===== src/rtl/load_store_unit.sv =====
// Load/store unit between a core and a 32-bit word-addressed synchronous data memory.
// Handles byte/half/word accesses, sub-word stores by read-modify-write, and rejects misaligned requests.
module load_store_unit #(
    parameter int WORD_IDX_W = 5
) (
    input  logic        clk,
    input  logic        rst_n,
    input  logic        req,
    input  logic        we,
    input  logic [1:0]  size,
    input  logic        sign_ext,
    input  logic [31:0] addr,
    input  logic [31:0] wdata,
    output logic        busy,
    output logic        done,
    output logic        misalign,
    output logic [31:0] rdata,
    output logic [31:0] mem_address,
    output logic [31:0] mem_write_data,
    input  logic [31:0] mem_read_data,
    output logic        mem_read,
    output logic        mem_write
);

    typedef enum logic [1:0] {
        IDLE  = 2'd0,
        READ  = 2'd1,
        CAPT  = 2'd2,
        WRITE = 2'd3
    } state_t;

    state_t                state;
    logic                  we_q;
    logic                  sign_q;
    logic [1:0]            size_q;
    logic [WORD_IDX_W+1:0] addr_q;
    logic [31:0]           wbuf;

    // Address bits above the memory window are deliberately ignored so accesses wrap.
    logic unused_addr_hi;
    assign unused_addr_hi = ^addr[31:WORD_IDX_W+2];

    function automatic logic is_misaligned(input logic [1:0] sz, input logic [1:0] off);
        case (sz)
            2'b00:   return 1'b0;
            2'b01:   return off[0];
            default: return off != 2'b00;
        endcase
    endfunction

    function automatic logic [31:0] extract_lane(input logic [31:0] word, input logic [1:0] sz,
                                                 input logic [1:0] off, input logic sx);
        logic [7:0]  b;
        logic [15:0] h;
        b = 8'(word >> {off, 3'b000});
        h = off[1] ? word[31:16] : word[15:0];
        case (sz)
            2'b00:   return sx ? 32'(signed'(b)) : {24'b0, b};
            2'b01:   return sx ? 32'(signed'(h)) : {16'b0, h};
            default: return word;
        endcase
    endfunction

    function automatic logic [31:0] merge_lane(input logic [31:0] word, input logic [31:0] data,
                                               input logic [1:0] sz, input logic [1:0] off);
        logic [31:0] mask;
        logic [31:0] ins;
        case (sz)
            2'b00: begin
                mask = 32'h0000_00FF << {off, 3'b000};
                ins  = {24'b0, data[7:0]} << {off, 3'b000};
            end
            2'b01: begin
                mask = off[1] ? 32'hFFFF_0000 : 32'h0000_FFFF;
                ins  = off[1] ? {data[15:0], 16'b0} : {16'b0, data[15:0]};
            end
            default: begin
                mask = 32'hFFFF_FFFF;
                ins  = data;
            end
        endcase
        return (word & ~mask) | (ins & mask);
    endfunction

    always_ff @(posedge clk or negedge rst_n) begin
        if (!rst_n) begin
            state    <= IDLE;
            we_q     <= 1'b0;
            sign_q   <= 1'b0;
            size_q   <= 2'b00;
            addr_q   <= '0;
            wbuf     <= 32'b0;
            rdata    <= 32'b0;
            done     <= 1'b0;
            misalign <= 1'b0;
        end else begin
            done     <= 1'b0;
            misalign <= 1'b0;
            case (state)
                IDLE: begin
                    if (req) begin
                        if (is_misaligned(size, addr[1:0])) begin
                            misalign <= 1'b1;
                        end else begin
                            we_q   <= we;
                            sign_q <= sign_ext;
                            size_q <= size;
                            addr_q <= addr[WORD_IDX_W+1:0];
                            // Store data parks in the write buffer; sub-word stores merge into it later.
                            if (we) begin
                                wbuf <= wdata;
                            end
                            state <= (we && size[1]) ? WRITE : READ;
                        end
                    end
                end
                READ: begin
                    state <= CAPT;
                end
                CAPT: begin
                    if (we_q) begin
                        wbuf  <= merge_lane(mem_read_data, wbuf, size_q, addr_q[1:0]);
                        state <= WRITE;
                    end else begin
                        rdata <= extract_lane(mem_read_data, size_q, addr_q[1:0], sign_q);
                        done  <= 1'b1;
                        state <= IDLE;
                    end
                end
                WRITE: begin
                    done  <= 1'b1;
                    state <= IDLE;
                end
                default: state <= IDLE;
            endcase
        end
    end

    assign busy           = (state != IDLE);
    assign mem_read       = (state == READ);
    assign mem_write      = (state == WRITE);
    assign mem_address    = {{(32-WORD_IDX_W){1'b0}}, addr_q[WORD_IDX_W+1:2]};
    assign mem_write_data = wbuf;

endmodule


===== config.mk =====
export PLATFORM = sky130hd
export DESIGN_NAME = load_store_unit
export DESIGN_NICKNAME = d
export VERILOG_FILES = /design/src/rtl/load_store_unit.sv
export SDC_FILE = /design/constraint.sdc
export NUM_CORES = 1
export LEC_CHECK = 0
export ABC_AREA = 0
export CORE_MARGIN = 1.5
export CORE_UTILIZATION = 47
export DETAILED_ROUTE_END_ITERATION = 10
export PLACE_DENSITY_LB_ADDON = 0.12
export SYNTH_ARGS = -nofsm -noshare
export SYNTH_HDL_FRONTEND = slang
export SYNTH_SLANG_ARGS = --single-unit

===== constraint.sdc =====
create_clock -name clk -period 4.38 [get_ports clk]
set_input_delay 0.657 -clock clk [delete_from_list [all_inputs] [get_ports clk]]
set_output_delay 0.657 -clock clk [all_outputs]
set_load 0.02 [all_outputs]

==> summary.json <==
{
  "layout_worst_path_cycle_share_pct": 66.73,
  "cts-buffers-inserted": 9,
  "remaining_drc_errors": 0,
  "sequentialPowerShare_pct": 30.0,
  "synthesized_area_mm2": 0.004756,
  "post_synthesis_simple_gate_area_fraction_pct": 10.08,
  "timing.setup.critical_path_class": "register to register",
  "run_status": "completed",
  "power_leakage_nw": 2.559,
  "power_per_cell_area_mw_per_mm2": 791.6,
  "yosysUniqueCellTypes": 56,
  "power.switching_fraction_pct": 44.95,
  "row_count": 36,
  "internal-power_w": 0.002750,
  "grt.met1_usage_pct": 37.24,
  "post-dp-hpwl_um": 10260,
  "initial_core_util_pct": 48.66,
  "post-route-cell-area_mm2": 0.006310,
  "avg_synthesized_cell_area_um2": 9.949,
  "power_frac_comb_pct": 58.3,
  "synth-warning-count": 0,
  "synth_enable_flop_cells": 0,
  "placeableCoreArea_mm2": 0.009774,
  "cts.sink_count": 79,
  "synthXorXnorAreaFrac_pct": 0,
  "synth_compound_gate_area_share_pct": 30.18,
  "maxCapViolations": 0,
  "synth.top_cell.area_share_pct": 41.57,
  "final-setup-viol-count": 0,
  "gr-total-overflow": 0,
  "cts_post_setup_buffers_inserted": 0,
  "dpl_cell_area_mm2": 0.006100,
  "die_width_um": 103.6,
  "worst_slack_ns": 1.457,
  "net_switching_power_w": 0.002245,
  "timing_worst_slew_pin_value_ns": 1.175,
  "worst_ep_arrival_time_ns": 3.18,
  "synthesis.instances": 478,
  "cts-root-to-sink-buffers": 2,
  "cts_max_level": 3,
  "vdd_ir_drop_max_uv": 392.7,
  "grtUsageMet2_pct": 41.76,
  "insertedDiodeCount": 0,
  "clock_transition_at_the_registers_of_the_reported_paths_ns": 0.08,
  "synth.yosys.seq_area_share_pct": 41.57,
  "final_max_tran_viols": 0,
  "finalHoldViolCount": 0,
  "tritoncts_clock_tree": "built",
  "buffer_ports.inserted": 151,
  "gp_congestion": 0.8900,
  "wirelength_routed_um": 14360,
  "layout-drive-gt1-share_pct": 8.833,
  "detailedPlace.worstSlack_ns": 1.396,
  "grt_setup_unrepaired": "false",
  "setup.worst_path.start": "addr_q[1]",
  "syn2layout_area_growth_pct": 32.68,
  "postSynthRegisterBits": 79,
  "drt_iter0_drc": 375,
  "worst-endpoint-required_ns": 4.64,
  "critPathLaunchType": "register",
  "timing.max_slew.rel_slack_pct": 21.47,
  "floorplan.die.height_um": 103.6,
  "globalRouteTotalUtil_pct": 26.90,
  "synth_area_leaders": "dfrtp_1, buf_4, a21oi_1",
  "postSynth.asyncResetShare_pct": 100.0,
  "hold_fix_buffers_cts": 0,
  "timing.clock.skew_ns": 0.009857,
  "hp-class": "input pin to asynchronous set/reset pin",
  "design.die.area_mm2": 0.01073,
  "synth_top_family_by_area": "compound AO/OA/AOI/OAI gates",
  "route.antenna.remaining_nets": 0,
  "grt.met3_usage_pct": 4.972,
  "clkPwrFrac_pct": 11.6,
  "via_count_of_the_first_global_routing_pass": 4277,
  "post_cts_resized": 0,
  "synth_flop_cell": "dfrtp_1",
  "rrSetupSlack_ns": 1.46,
  "final_core_util_pct": 64.55,
  "end_kind": "register",
  "antenna_violations_before_repair": 0,
  "reg2reg_from": "addr_q[1]",
  "grt_pass1_wl_um": 22890,
  "worst_hold_slack_ns": 0.4562,
  "achievable-frequency_ghz": 0.3421,
  "via_per_inst": 6.068,
  "maximum_number_of_pins_on_one_net_before_global_route_repair": 80,
  "clock_insertion_delay_worst_skew_ns": 0.35,
  "worst-path-max-fanout": 29,
  "drtPass1Iterations": 5,
  "clock_tree.root_cell": "clkbuf_8",
  "setup_total_negative_slack_ns": 0,
  "ios": 204,
  "nFillCells": 847,
  "worstRegToRegCells": 4,
  "yosys.area_share.adder_pct": 0,
  "global_route.peak_usage_layer": "met2",
  "finalWorstPathRequiredPeriod_ns": 2.923,
  "final_net_count": 699,
  "yosys-mux-area-fraction_pct": 7.130,
  "yosysTopAreaCell": "dfrtp_1",
  "vias": 4448,
  "avgRoutedWirePerCell_um": 19.59
}
cells by family after synthesis:
kind of cell | Yosys count
AO/OA/AOI/OAI | 209
buffers and inverters | 87
flip-flops | 79
multiplexers | 28
other | 1
AND/OR/NAND/NOR | 74
worst max path at each step:
stage	endpoint	slack [ns]	cells after the start
global route	register	1.20	4
detailed placement	register	1.40	7
global placement	register	1.43	7
finish	register	1.46	4
CTS	register	1.58	4
floorplan	register	2.43	6
synthesized netlist by cell type (7+ instances only):
cell type / number
dfrtp_1: 79
clkbuf_1: 21
mux2_2: 13
nor2_1: 28
a22o_1: 7
inv_1: 10
o2bb2ai_1: 8
o21ai_0: 23
o211ai_1: 16
a221o_1: 16
a22oi_1: 15
o22ai_1: 14
buf_4: 36
a2111oi_0: 8
o31ai_1: 16
buf_6: 7
a221oi_1: 8
nor3b_1: 10
a21o_1: 8
a21oi_1: 50
mux2i_1: 8
and3b_1: 8
o21ai_1: 11
metrics by stage:
stage	total power [W]	cells
finish	0.004995	733
global route	0.005318	733
CTS	0.004987	733
detailed placement	0.004390	718
global placement	0.004330	718
floorplan	0.003383	504
area by class of cell:
cell class                      instances  area, um2  area share [%]
Multi-Input combinational cell        338       2361           37.42
Sequential cell                        79       1977           31.33
Timing Repair Buffer                  157       1554           24.63
Tap cell                              133      166.4           2.637
Clock buffer                            9      123.9           1.963
Clock inverter                          6      86.33           1.368
Inverter                               11      41.29          0.6544
layer usage:
metal	vias to the layer above	wire length, um
met3	36	1154
met4	0	359
met1	2150	6135
li1	1999	-
met2	263	6713
met5	-	0
critical path, cell delays in order (launching register included):
cell      delay [ns]
dfrtp_1         0.92
clkinv_1        0.70
a21oi_1         0.75
a21oi_1         0.20
o31ai_1         0.26
placed cells by master, fill, tap and decap left out, types with 11 or more instances in the layout:
cell type / n
dfrtp_1: 79
a22oi_1: 15
o211ai_1: 16
o21ai_1: 11
mux2_2: 13
o21ai_0: 23
a21oi_1: 50
clkdlybuf4s50_1: 150
o22ai_1: 14
conb_1: 27
o31ai_1: 16
nor2_1: 28
a221o_1: 16
power by group through the flow:
stage          clock (W)  combinational [W]  sequential [W]
4_1_cts         0.000595            0.00290         0.00149
3_5_place_dp           0            0.00289         0.00150
2_1_floorplan          0            0.00171         0.00167
6_report        0.000581            0.00291         0.00150
5_1_grt         0.000627            0.00314         0.00155
3_3_place_gp           0            0.00284         0.00149
(Power assumes the default switching activity.)
